**config.mk**
```make
export PLATFORM = sky130hd
export DESIGN_NAME = servo_cmd_ctrl
export DESIGN_NICKNAME = d
export VERILOG_FILES = /design/src/rtl/servo_cmd_ctrl.sv
export SDC_FILE = /design/constraint.sdc
export NUM_CORES = 1
export LEC_CHECK = 0
export CORE_MARGIN = 5
export CORE_UTILIZATION = 45
export CTS_BUF_LIST = sky130_fd_sc_hd__clkbuf_8 sky130_fd_sc_hd__clkbuf_16
export CTS_CLUSTER_DIAMETER = 60
export DETAILED_ROUTE_END_ITERATION = 10
export MAX_ROUTING_LAYER = met4
export PLACE_DENSITY = 0.77
export SLEW_MARGIN = 20
export SYNTH_ARGS = -nofsm -noshare
export SYNTH_HDL_FRONTEND = slang
export SYNTH_SLANG_ARGS = --single-unit
export TNS_END_PERCENT = 5
```
**constraint.sdc**
```tcl
create_clock -name CLK -period 4.4 [get_ports CLK]
set_clock_uncertainty 0.1 [all_clocks]
set_input_delay 0.66 -clock CLK [delete_from_list [all_inputs] [get_ports CLK]]
set_output_delay 0.66 -clock CLK [all_outputs]
set_load 0.01 [all_outputs]
```
**src/rtl/servo_cmd_ctrl.sv**
```systemverilog
// Servo command sequencer: syncs SPI word strobe, clamps widths, applies at frame ticks.
// Optional slew limiting when SERVO_SLEW_LIMIT_EN is defined; default build jumps to target.
module servo_cmd_ctrl #(
  parameter int unsigned PW_MIN         = 1000,
  parameter int unsigned PW_MAX         = 2000,
  parameter int unsigned PW_CENTER      = 1500,
  parameter int unsigned SLEW_STEP      = 50,
  parameter int unsigned TIMEOUT_FRAMES = 25
) (
  input  logic        CLK,
  input  logic        RST,
  input  logic [31:0] rx_data,
  input  logic        rx_valid,
  input  logic        frame_tick,
  output logic [15:0] servo1_pw,
  output logic [15:0] servo2_pw,
  output logic        pw_update,
  output logic        cmd_accept,
  output logic        clamped,
  output logic        failsafe
);

  localparam logic [15:0] PwMin    = 16'(PW_MIN);
  localparam logic [15:0] PwMax    = 16'(PW_MAX);
  localparam logic [15:0] PwCenter = 16'(PW_CENTER);
  localparam int unsigned CntW     = $clog2(TIMEOUT_FRAMES + 1);
  localparam logic [CntW-1:0] CntMax = CntW'(TIMEOUT_FRAMES);

  if (SLEW_STEP == 0) begin : g_bad_slew
    $error("SLEW_STEP must be >= 1");
  end
  if (TIMEOUT_FRAMES == 0) begin : g_bad_timeout
    $error("TIMEOUT_FRAMES must be >= 1");
  end

  typedef enum logic [1:0] {StIdle, StRun, StFailsafe} state_e;

  state_e          state;
  logic            s1, s2, s3;
  logic [15:0]     pend1, pend2;
  logic [CntW-1:0] cnt;

  logic            rx_edge;
  logic [15:0]     clamp1, clamp2;
  logic            out_of_range;
  logic [15:0]     target1, target2;
  logic [15:0]     next1, next2;

  function automatic logic [15:0] clamp_pw(input logic [15:0] v);
    if (v < PwMin) return PwMin;
    if (v > PwMax) return PwMax;
    return v;
  endfunction

`ifdef SERVO_SLEW_LIMIT_EN
  // Both operands lie in [PW_MIN, PW_MAX], so a bounded step toward target stays in range.
  function automatic logic [15:0] slew_pw(input logic [15:0] cur, input logic [15:0] tgt);
    logic signed [16:0] diff;
    logic signed [16:0] step;
    logic signed [16:0] sum;
    diff = $signed({1'b0, tgt}) - $signed({1'b0, cur});
    if (diff > $signed(17'(SLEW_STEP))) begin
      step = $signed(17'(SLEW_STEP));
    end else if (diff < -$signed(17'(SLEW_STEP))) begin
      step = -$signed(17'(SLEW_STEP));
    end else begin
      step = diff;
    end
    sum = $signed({1'b0, cur}) + step;
    return sum[15:0];
  endfunction
`endif

  always_comb begin
    rx_edge      = s2 & ~s3;
    clamp1       = clamp_pw(rx_data[31:16]);
    clamp2       = clamp_pw(rx_data[15:0]);
    out_of_range = (rx_data[31:16] < PwMin) || (rx_data[31:16] > PwMax) ||
                   (rx_data[15:0] < PwMin)  || (rx_data[15:0] > PwMax);
    target1      = (state == StFailsafe) ? PwCenter : pend1;
    target2      = (state == StFailsafe) ? PwCenter : pend2;
`ifdef SERVO_SLEW_LIMIT_EN
    next1        = slew_pw(servo1_pw, target1);
    next2        = slew_pw(servo2_pw, target2);
`else
    next1        = target1;
    next2        = target2;
`endif
  end

  always_ff @(posedge CLK) begin
    if (RST) begin
      state      <= StIdle;
      s1         <= 1'b0;
      s2         <= 1'b0;
      s3         <= 1'b0;
      pend1      <= PwCenter;
      pend2      <= PwCenter;
      cnt        <= '0;
      servo1_pw  <= PwCenter;
      servo2_pw  <= PwCenter;
      pw_update  <= 1'b0;
      cmd_accept <= 1'b0;
      clamped    <= 1'b0;
      failsafe   <= 1'b0;
    end else begin
      s1         <= rx_valid;
      s2         <= s1;
      s3         <= s2;
      cmd_accept <= rx_edge;
      pw_update  <= 1'b0;

      // A tick in the same cycle still sees the old pend, since pend registers here too.
      if (rx_edge) begin
        pend1 <= clamp1;
        pend2 <= clamp2;
        if (out_of_range) clamped <= 1'b1;
      end

      unique case (state)
        StIdle: begin
          if (rx_edge) begin
            state <= StRun;
            cnt   <= '0;
          end
        end
        StRun: begin
          if (frame_tick) begin
            servo1_pw <= next1;
            servo2_pw <= next2;
            pw_update <= 1'b1;
          end
          if (rx_edge) begin
            cnt <= '0;
          end else if (frame_tick) begin
            if (cnt != CntMax) cnt <= cnt + 1'b1;
            if (cnt + 1'b1 >= CntMax) begin
              state    <= StFailsafe;
              failsafe <= 1'b1;
            end
          end
        end
        StFailsafe: begin
          if (frame_tick) begin
            servo1_pw <= next1;
            servo2_pw <= next2;
            pw_update <= 1'b1;
          end
          if (rx_edge) begin
            state    <= StRun;
            failsafe <= 1'b0;
            cnt      <= '0;
          end
        end
        default: state <= StIdle;
      endcase
    end
  end

endmodule
```
-- Word-level counts from Yosys, hierarchy flattened
Index checks and enable logic that the tools add are counted.
- word-level logic and storage cells: 78
- flip-flop bits (word level): 78
- bits of input ports: 36
- equal/unequal tests: 10
- bitwise operators: 3
- order comparisons: 5
- add/subtract/negate cells: 1
- reductions and logical operators: 14
- muxes and demuxes: 32
- operators with widths (kind ; number):
    2-to-1 mux 16 bit ; 10
    greater-than comparator 16 x 11 -> 1 bit, second input constant ; 2
    less-than comparator 16 x 10 -> 1 bit, second input constant ; 2
    2-to-1 mux 5 bit ; 4
    2-to-1 mux 1 bit ; 11
    case mux 5 bit (2 select lines) ; 1
    2-to-1 mux 2 bit ; 4
    != test 2 bit, second input constant ; 4
    AND reduction 4 bit ; 2
    != test 3 bit, second input constant ; 2
    OR reduction 2 bit ; 3
    adder 5 x 1 -> 5 bit, second input constant ; 1
    greater-or-equal comparator 5 bit, second input constant ; 1
    != test 5 bit, second input constant ; 1
    AND reduction 5 bit ; 1
    case mux 2 bit (2 select lines) ; 1
    AND reduction 2 bit ; 2
    nonzero test 2 bit ; 2
    logical OR 1 bit ; 3
    == test 2 x 1 -> 1 bit, second input constant ; 1
    == test 2 bit, second input constant ; 1
    zero test 2 bit ; 1
    != test 2 x 1 -> 1 bit, second input constant ; 1
    NOT 1 bit ; 2
    other kinds (2) ; 2

-- Depth between registers and ports, before layout
- depth after elaboration: 6
- mapped depth: 7

-- Least setup slack after synthesis
Ideal clock, no wire load.
- path kind: input to register
- start point: in rx_data[3]
- end point: reg pend2[0]
- path buffers: 0
- setup time: 0.087 ns
- stages on the path: 4
- data arrival time: 1.864 ns
- required time: 4.213 ns
- path slack: 2.349 ns
- cell sequence: or4_4 -> o211a_1 -> mux2_4 -> o31ai_1
- cells in the longest elaborated chain, start to end: 5
- elaborated cells between the ends (all ways): 8
- classes of those cells: order compare (2); mux (6)
- RTL lines (element ; line ; RTL):
    start, declared ; 12 ; input logic [31:0] rx_data,
    greater-than comparator 16 x 11 -> 1 bit ; 51 ; if (v > PwMax) return PwMax;
    2-to-1 mux 1 bit (2 in series) ; 51 ;
    2-to-1 mux 16 bit ; 52 ; return v;
    2-to-1 mux 16 bit * ; 51 ;
    end signal, assigned ; 98 ; pend2 <= PwCenter;
    end signal, assigned ; 116 ; pend2 <= clamp2;
    end, declared ; 40 ; logic [15:0] pend1, pend2;
Every way passes the cells marked *; elsewhere a longest branch is shown, timed or not. The select of a mux whose other input is x is not followed.
A chain may end at the register's enable or synchronous reset.

-- Final worst setup path
- start point: in RST
- end point: reg servo1_pw[3]
- RTL lines (element ; line ; RTL):
    start, declared ; 11 ; input logic RST,
    end signal, assigned ; 100 ; servo1_pw <= PwCenter;
    end signal, assigned ; 129 ; servo1_pw <= next1;
    end signal, assigned ; 145 ; servo1_pw <= next1;
    end, declared ; 15 ; output logic [15:0] servo1_pw,
No word-level cell between the ends.

==> qor.txt <==
Worst Hold Class = register to register
M1 WL = 3.43 mm
Placer Congestion = 0.864
CP top delay family = buffers and inverters
Layout area overhead = 30.8%
Syn_area_per_cell = 9.36 µm²
Min Tclk post-route = 2.51 ns
Final period utilization = 57.0%
Longest Clk Path Bufs = 2
Detailed-route DRC error count = 0
Fmax = 399 MHz
Most frequent cells in the layout = dfxtp_1, clkdlybuf4s50_1, nor3_1, o21ai_0, nor2_1
Layout cells sized above 1 = 7.23%
Commonest non-fill, non-tap cell in the layout = dfxtp_1
Slew of the pin with the lowest slew margin = 1.07 ns
Register area share after synthesis = 50.2%
Crit path max fanout = 43
Yosys top cell by area = dfxtp_1
Max stage delay on crit path = 0.80 ns
Initial antenna violation count = 0
Die H = 93.1 µm
# rows = 30
Post_cts resized = 0
Flop pwr share = 50.3%
Met3 Routed Length = 504 µm
Initial core utilization = 46.0%
WP data arrival = 2.56 ns
Core region area = 6760 µm²
Antenna Cells = 0
Max layer used = met4
Met2 routed WL = 3.45 mm
Slew HR = 28.8%
Synthesized flop and latch total = 78
Total number of vias = 2711
CP cell instances = clkdlybuf4s50_1, buf_4, inv_1, o21ai_0
Static leakage power = 1.53 nW
Synth Cell Area = 3110 µm²
Number of port buffers = 71
Clock tree from TritonCTS = yes
Clock Power Share = 42.5%
Final setup viols = 0
Post-DP HPWL = 5.28 mm
Die width = 93.1 µm
CP required = 4.45 ns
Share of the synthesized area in the top cell type = 50.2%
Worst skew pair latency = 0.34 ns
Synth Warn # = 0
Switch Pwr = 0.000327 W
Top_reg_cell synth = dfxtp_1
Final hold vios = 0
Syn nets = 374
Gate Count Post-Synth = 332
Distinct cells, synth = 47
Clock sink count = 78
All-Layer GR Usage = 18.5%
Comb pwr share = 7.3%
First-pass GRT wire length = 12.4 mm
Largest net degree at the start of global routing = 44
Wire length per cell = 15.6 µm
Drt first pass iters = 4
Synth area leaders = dfxtp_1, a22o_1, nor3_1
Critical Path Sink Type = register
Fin worst setup slack = 1.89 ns
RSZ-0062 raised after global routing = false
Fin nets = 438
DIE AREA = 8670 µm²
Total Wirelength = 7.51 mm
CP max stage cell = inv_1
Routed Antenna Nets = 0
Initial DRC count = 172
Routed vias/inst = 5.64
CTS buffer count = 9
Vias in the first global route = 2634
Max H-tree Level = 3
Worst vdd ir = 0.000170 V
P_int = 0.00110 W
Setup WS pre-CTS = 1.53 ns
# fillers = 604
Outcome = finished clean
Final Max Slew Viols = 0
Setup repair bufs after CTS = 0
Max-cap violations = 0
I/O Pins = 72
WP buf/inv = 3
Final TNS setup = 0 ns
Root Buffer = clkbuf_8
Worst Setup Start Kind = input port
Post-synth EDFFs = 0
# hold bufs at CTS = 0
Async SR Flop Fraction = 0%
Clock transition at the registers of the reported paths = 0.08 ns
Setup Crit Path Kind = input port to register
Power density over the cells = 351 nW/µm²
Switching Share = 22.9%
Global route total overflow = 0
[final timing paths]
check	slack, ns	from	endpoint	cells past startpoint
worst max-delay path	1.89	RST	servo1_pw[3]	4
worst min-delay path	0.33	s1	s2	1
worst max register to register	2.08	state[0]	servo2_pw[12]	5
worst min register to register	0.33	s1	s2	1
[per-layer routing]
metal / vias to the layer above / GRT usage, %
met2: 99 / 28.8
met3: 9 / 3.62
met1: 1265 / 23.3
li1: 1338 / -
met5: - / -
met4: 0 / 8.18
[layout make-up]
class / instances / area [µm²] / area share (%)
Timing Repair Buffer: 74 / 733 / 18.0
Inverter: 11 / 41.3 / 1.02
Multi-Input combinational cell: 222 / 1400 / 34.3
Clock inverter: 6 / 95.1 / 2.34
Tap cell: 80 / 100 / 2.46
Clock buffer: 10 / 138 / 3.39
Sequential cell: 78 / 1560 / 38.4
[through the flow]
step,cells,hold slack [ns],power [W],cell area [µm²],util (%)
6_report,481,0.335,0.00143,4060,60.1
5_1_grt,481,0.355,0.00149,4060,60.1
4_1_cts,481,0.333,0.00143,4060,60.1
3_5_place_dp,465,0.325,0.000835,3830,56.7
3_3_place_gp,465,0.321,0.000834,3830,56.7
2_1_floorplan,332,0.314,0.000785,3110,-
[flip-flops by register name, summed over array words and instances, names as in the netlist]
name,count
failsafe,1
pw_update,1
servo2_pw,16
cnt,5
s3,1
pend1,16
s2,1
pend2,16
clamped,1
state,2
cmd_accept,1
servo1_pw,16
s1,1
[cell usage after synthesis, types with 2 or more instances]
cell type	count
dfxtp_1	78
nor3_1	28
nor2_1	27
o21ai_0	27
a22o_1	21
clkbuf_1	16
nand2_1	14
nand3_1	12
a21oi_1	11
inv_1	11
and3_1	10
a31oi_1	7
ha_1	6
nor2b_1	6
o211ai_1	6
nor4_1	5
nand4b_1	4
o31ai_1	4
buf_6	3
xor2_1	3
a211o_1	2
and2_1	2
and4_1	2
o41ai_1	2
or2_2	2
or4_4	2
[kinds of logic (layout without fill, tap and decap cells)]
logic type,count (synthesis),count (layout),share of synthesized area [%]
AND/OR/NAND/NOR,120,120,20.4
AO/OA/AOI/OAI,90,90,20.0
adder cells (fa/ha/maj),6,6,2.42
XOR/XNOR,3,3,0.846
flip-flops,78,78,50.2
multiplexers,3,3,1.17
buffers and inverters,32,101,4.95
[power by group through the flow]
stage | clock network, W | registers [W] | logic, W
2_1_floorplan | 0 | 0.000733 | 0.0000520
3_3_place_gp | 0 | 0.000733 | 0.000101
3_5_place_dp | 0 | 0.000733 | 0.000102
4_1_cts | 0.000615 | 0.000717 | 0.000103
5_1_grt | 0.000656 | 0.000718 | 0.000113
6_report | 0.000606 | 0.000717 | 0.000104
Note: power is estimated with default switching activity, not from simulation.
